`src/rtl/led_clk_divider.sv`:
```
// Refresh-clock generator: divides CLK_100MHz to a 50% duty CLK_LED.
// Optional LED_CLK_TICK_EN adds o_tick, a one-cycle pulse on each CLK_LED rise.
module led_clk_divider #(
    parameter int CLK_IN_HZ = 100_000_000,
    parameter int LED_HZ    = 1_000
) (
    input  logic CLK_100MHz,
    input  logic RST,
    input  logic i_ce,
`ifdef LED_CLK_TICK_EN
    output logic CLK_LED,
    output logic o_tick
`else
    output logic CLK_LED
`endif
);

    localparam int HALF   = CLK_IN_HZ / (2 * LED_HZ);
    localparam int HALF_S = (HALF < 1) ? 1 : HALF;
    localparam int CW     = (HALF_S > 1) ? $clog2(HALF_S) : 1;
    localparam logic [CW-1:0] LAST = CW'(HALF_S - 1);

    if (HALF < 1) begin : g_bad_half
        $error("led_clk_divider: HALF must be >= 1");
    end

    logic [CW-1:0] cnt;
    logic          led_q;
    logic          wrap;

    // Wrap only while enabled, so a frozen divider keeps its phase.
    assign wrap = i_ce && (cnt == LAST);

    always_ff @(posedge CLK_100MHz or posedge RST) begin
        if (RST) begin
            cnt   <= '0;
            led_q <= 1'b0;
        end else if (wrap) begin
            cnt   <= '0;
            led_q <= ~led_q;
        end else if (i_ce) begin
            cnt   <= cnt + CW'(1);
        end
    end

    assign CLK_LED = led_q;

`ifdef LED_CLK_TICK_EN
    logic tick_q;

    // Fires on the same edge led_q goes 0->1.
    always_ff @(posedge CLK_100MHz or posedge RST) begin
        if (RST) begin
            tick_q <= 1'b0;
        end else begin
            tick_q <= wrap && !led_q;
        end
    end

    assign o_tick = tick_q;
`endif

endmodule

```
`config.mk`:
```
export PLATFORM = sky130hd
export DESIGN_NAME = led_clk_divider
export DESIGN_NICKNAME = d
export VERILOG_FILES = /design/src/rtl/led_clk_divider.sv
export SDC_FILE = /design/constraint.sdc
export NUM_CORES = 1
export LEC_CHECK = 0
export ABC_AREA = 1
export CAP_MARGIN = 20
export CORE_MARGIN = 2
export CORE_UTILIZATION = 58
export DETAILED_ROUTE_END_ITERATION = 10
export PLACE_DENSITY_LB_ADDON = 0.3
export SLEW_MARGIN = 20
export SYNTH_ARGS = -nofsm -noshare
export SYNTH_HDL_FRONTEND = slang
export SYNTH_SLANG_ARGS = --single-unit
```
`constraint.sdc`:
```
create_clock -name CLK_100MHz -period 1.73 [get_ports CLK_100MHz]
set_input_delay 0.519 -clock CLK_100MHz [delete_from_list [all_inputs] [get_ports CLK_100MHz]]
set_output_delay 0.519 -clock CLK_100MHz [all_outputs]
set_load 0.1 [all_outputs]
```
==> flow_summary.ini <==
[status]
run_status = finished, final reports clean

[global_routing]
global_route.overflow_total = 0
grt_pass1_wl_um = 3810
first_global_vias = 906
antenna_violations_before_repair = 0
global_route.peak_usage_layer = met2
groute.usage.overall_pct = 25.2
met2_usage_pct = 43.6
gr-usage-met1_pct = 30.5
grt_start_max_net_pins = 18
gr-usage-met3_pct = 3.92

[pwr]
pwr_density_cell_nw_per_um2 = 1010
vdd_drop_max_mv = 0.722
leakagePower_uw = 0.000626

[cells_and_area]
most-common-layout-cells = 42 x sky130_fd_sc_hd__nand2_1, 24 x sky130_fd_sc_hd__nor2_1, 23 x sky130_fd_sc_hd__inv_1
antenna-diode-count = 0
utilization_pct = 69.4
area_delta_synth_final_pct = 14.0
post_route_cells_drive_above_1_share_pct = 14.1
number_of_nets_in_the_layout = 168
layout_commonest_cell = sky130_fd_sc_hd__nand2_1

[sta]
tightest_slew_ns = 0.320
portion_of_the_clock_cycle_consumed_by_the_worst_path_in_the_final_layout_pct = 93.4
maxClockFrequency_mhz = 619
timing.final.crit_period_ns = 1.62
setup_viol_count_final = 0
final_setup_margin_ns = 0.115
setup_repair_after_global_routing_missed_its_margin = false
max_clock_skew_ns = 0.00244
fin_setup_tns_ns = 0
timing_hold_violations_final = 0
slew_headroom_pct = 78.6
timing_max_transition_violations_final = 0

[logic_synthesis]
synthDistinctLibCells = 21
synth-simple-area-share_pct = 43.7
yosys_warnings = 0
synth-adder-area-share_pct = 1.20
main_combinational_cell_family_by_area_after_synthesis = simple AND/OR/NAND/NOR gates
synthesis.nets = 154
synth-seq-area-share_pct = 40.9
synth.avg_cell_area_um2 = 6.93
count_of_state_elements_after_synthesis = 17
synth_xor_area_share_pct = 2.53
syn-cell-area_um2 = 1040
synthMuxAreaShare_pct = 0
synthesized_instance_count = 150
synth_compound_area_share_pct = 2.53

[setup_path]
startpoint_type_of_the_worst_setup_path = input port
worstSetupPathDepth = 6
timing.setup.critical_path_class = input port to register
timing.critical_path.slowest_stage_cell = sky130_fd_sc_hd__clkdlybuf4s50_1
cp.required_ns = 1.93
crit_path_max_incr_delay_ns = 0.59
ff_to_ff_path_depth = 8
crit_path_max_fanout = 9
critPathCaptureType = register
cp_top_family = buffers and inverters
crit_buf_inv = 1
crit_path_frequent_cell = sky130_fd_sc_hd__nor2_1
worstPathArrival_ns = 1.81
crit_chain = clkdlybuf4s50_1 > nand2_1 > nor2_1 > nand3_2 > o21ai_0 > nor2_1

[placed_design]
port-buffer-count = 3
sum_of_net_half_perimeters_after_detailed_placement_um = 1750
globalplace.congestion = 0.916
detailedPlace.worstSlack_ns = -0.205

[detailed_routing]
drcViolationCount = 0
route.antenna.remaining_nets = 0
drtPass1Iterations = 4
routed_wl_um = 2390
routed-via-count = 995
wl_per_cell_um = 12.7
initialDrtViolationCount = 20
route.detailed.vias_per_inst = 5.29

[cts]
cts_root_buffer = sky130_fd_sc_hd__clkbuf_4
tritoncts_num_sinks = 17
clk-insertion-delay-late_ns = 0.30
cts-hold-fix-buffers = 0
clk_transition_reported_paths_ns = 0.10
cts.repair.resized = 0
cts_setup_buffers = 0
clockBufferDepth = 2
numCtsBuffers = 3
cts_tree = done
cts_htree_levels = 1

[floorplan]
die_w_um = 46.3
std_cell_rows = 15
starting_utilization_of_the_core_area_pct = 60.9
die_h_um = 46.3
io_pins = 4
core_um2 = 1710
die-area_um2 = 2150

[worst_hold_path]
min-delay-path-class = input port to asynchronous set/reset pin

[run]
maxCapViolations = 0
==> state kept, by name (all words and copies together), names as in the netlist <==
name and count:
cnt 16, CLK_LED 1
==> cell usage after synthesis <==
cell | n | area share [%]
sky130_fd_sc_hd__a21oi_1 | 2 | 0.96
sky130_fd_sc_hd__buf_2 | 1 | 0.48
sky130_fd_sc_hd__dfrtp_1 | 17 | 41
sky130_fd_sc_hd__ha_1 | 1 | 1.2
sky130_fd_sc_hd__inv_1 | 23 | 8.3
sky130_fd_sc_hd__inv_2 | 1 | 0.36
sky130_fd_sc_hd__nand2_1 | 42 | 15
sky130_fd_sc_hd__nand2_2 | 4 | 2.4
sky130_fd_sc_hd__nand3_1 | 14 | 6.7
sky130_fd_sc_hd__nand3_2 | 2 | 1.9
sky130_fd_sc_hd__nand4_1 | 4 | 2.4
sky130_fd_sc_hd__nor2_1 | 24 | 8.7
sky130_fd_sc_hd__nor2_2 | 2 | 1.2
sky130_fd_sc_hd__nor2_4 | 1 | 1.1
sky130_fd_sc_hd__nor3_1 | 4 | 1.9
sky130_fd_sc_hd__nor3_4 | 1 | 1.6
sky130_fd_sc_hd__o21ai_0 | 2 | 0.96
sky130_fd_sc_hd__o22ai_1 | 1 | 0.60
sky130_fd_sc_hd__or2_2 | 1 | 0.60
sky130_fd_sc_hd__xnor2_1 | 1 | 0.84
sky130_fd_sc_hd__xor2_1 | 2 | 1.7
==> power by group <==
part	switching, µW	total (µW)	internal, µW	leakage [µW]
clock	136	226	89.9	0.0000150
sequential	138	616	478	0.000188
combinational	215	352	137	0.000423
==> through the flow <==
| stage | hold slack [ns] | total power, µW | instances | instance area [µm²] |
|---|---|---|---|---|
| finish | 0.518 | 1190 | 188 | 1180 |
| global placement | 0.507 | 942 | 184 | 1160 |
| floorplan | 0.445 | 863 | 150 | 1040 |
| detailed placement | 0.517 | 966 | 184 | 1160 |
| global route | 0.562 | 1270 | 188 | 1180 |
| CTS | 0.529 | 1190 | 188 | 1180 |
==> area by class of cell <==
type	instances	area, µm²
inverters	24	90.1
well taps	25	31.3
repair buffers	10	92.6
clock buffers	4	26.3
flip-flops and latches	17	425
fillers	142	523
multi-input cells	108	519
==> per-layer routing <==
metal | share of wire, % | vias to the layer above
met5 | 0 | -
met4 | 1.7 | 0
met3 | 5.3 | 7
met2 | 49 | 35
met1 | 44 | 462
li1 | - | 491
==> path summary, 6_finish.rpt <==
| check | start | endpoint | slack [ns] |
|---|---|---|---|
| setup / recovery | i_ce | cnt[6] | 0.11 |
| hold / removal | RST | cnt[7] | 0.52 |
| setup reg to reg | cnt[0] | cnt[14] | 0.34 |
| hold reg to reg | cnt[1] | cnt[1] | 0.54 |
| max in group asynchronous | RST | cnt[0] | 1.02 |
| min in group CLK_100MHz | cnt[1] | cnt[1] | 0.54 |
==> worst reg2reg max path: stages, from the launching register on <==
cell                      delay [ns]
sky130_fd_sc_hd__dfrtp_1        0.41
sky130_fd_sc_hd__ha_1           0.20
sky130_fd_sc_hd__inv_1          0.08
sky130_fd_sc_hd__nor2_4         0.15
sky130_fd_sc_hd__nand2_2        0.09
sky130_fd_sc_hd__nor2_1         0.19
sky130_fd_sc_hd__nand2_1        0.07
sky130_fd_sc_hd__nand2_1        0.06
sky130_fd_sc_hd__nor2_1         0.04
==> kinds of logic after synthesis <==
group,Yosys count
AND/OR/NAND/NOR,99
buffers and inverters,25
flip-flops,17
AO/OA/AOI/OAI,5
XOR/XNOR,3
adder cells (fa/ha/maj),1
No activity file was read; power rests on OpenSTA's default activity.
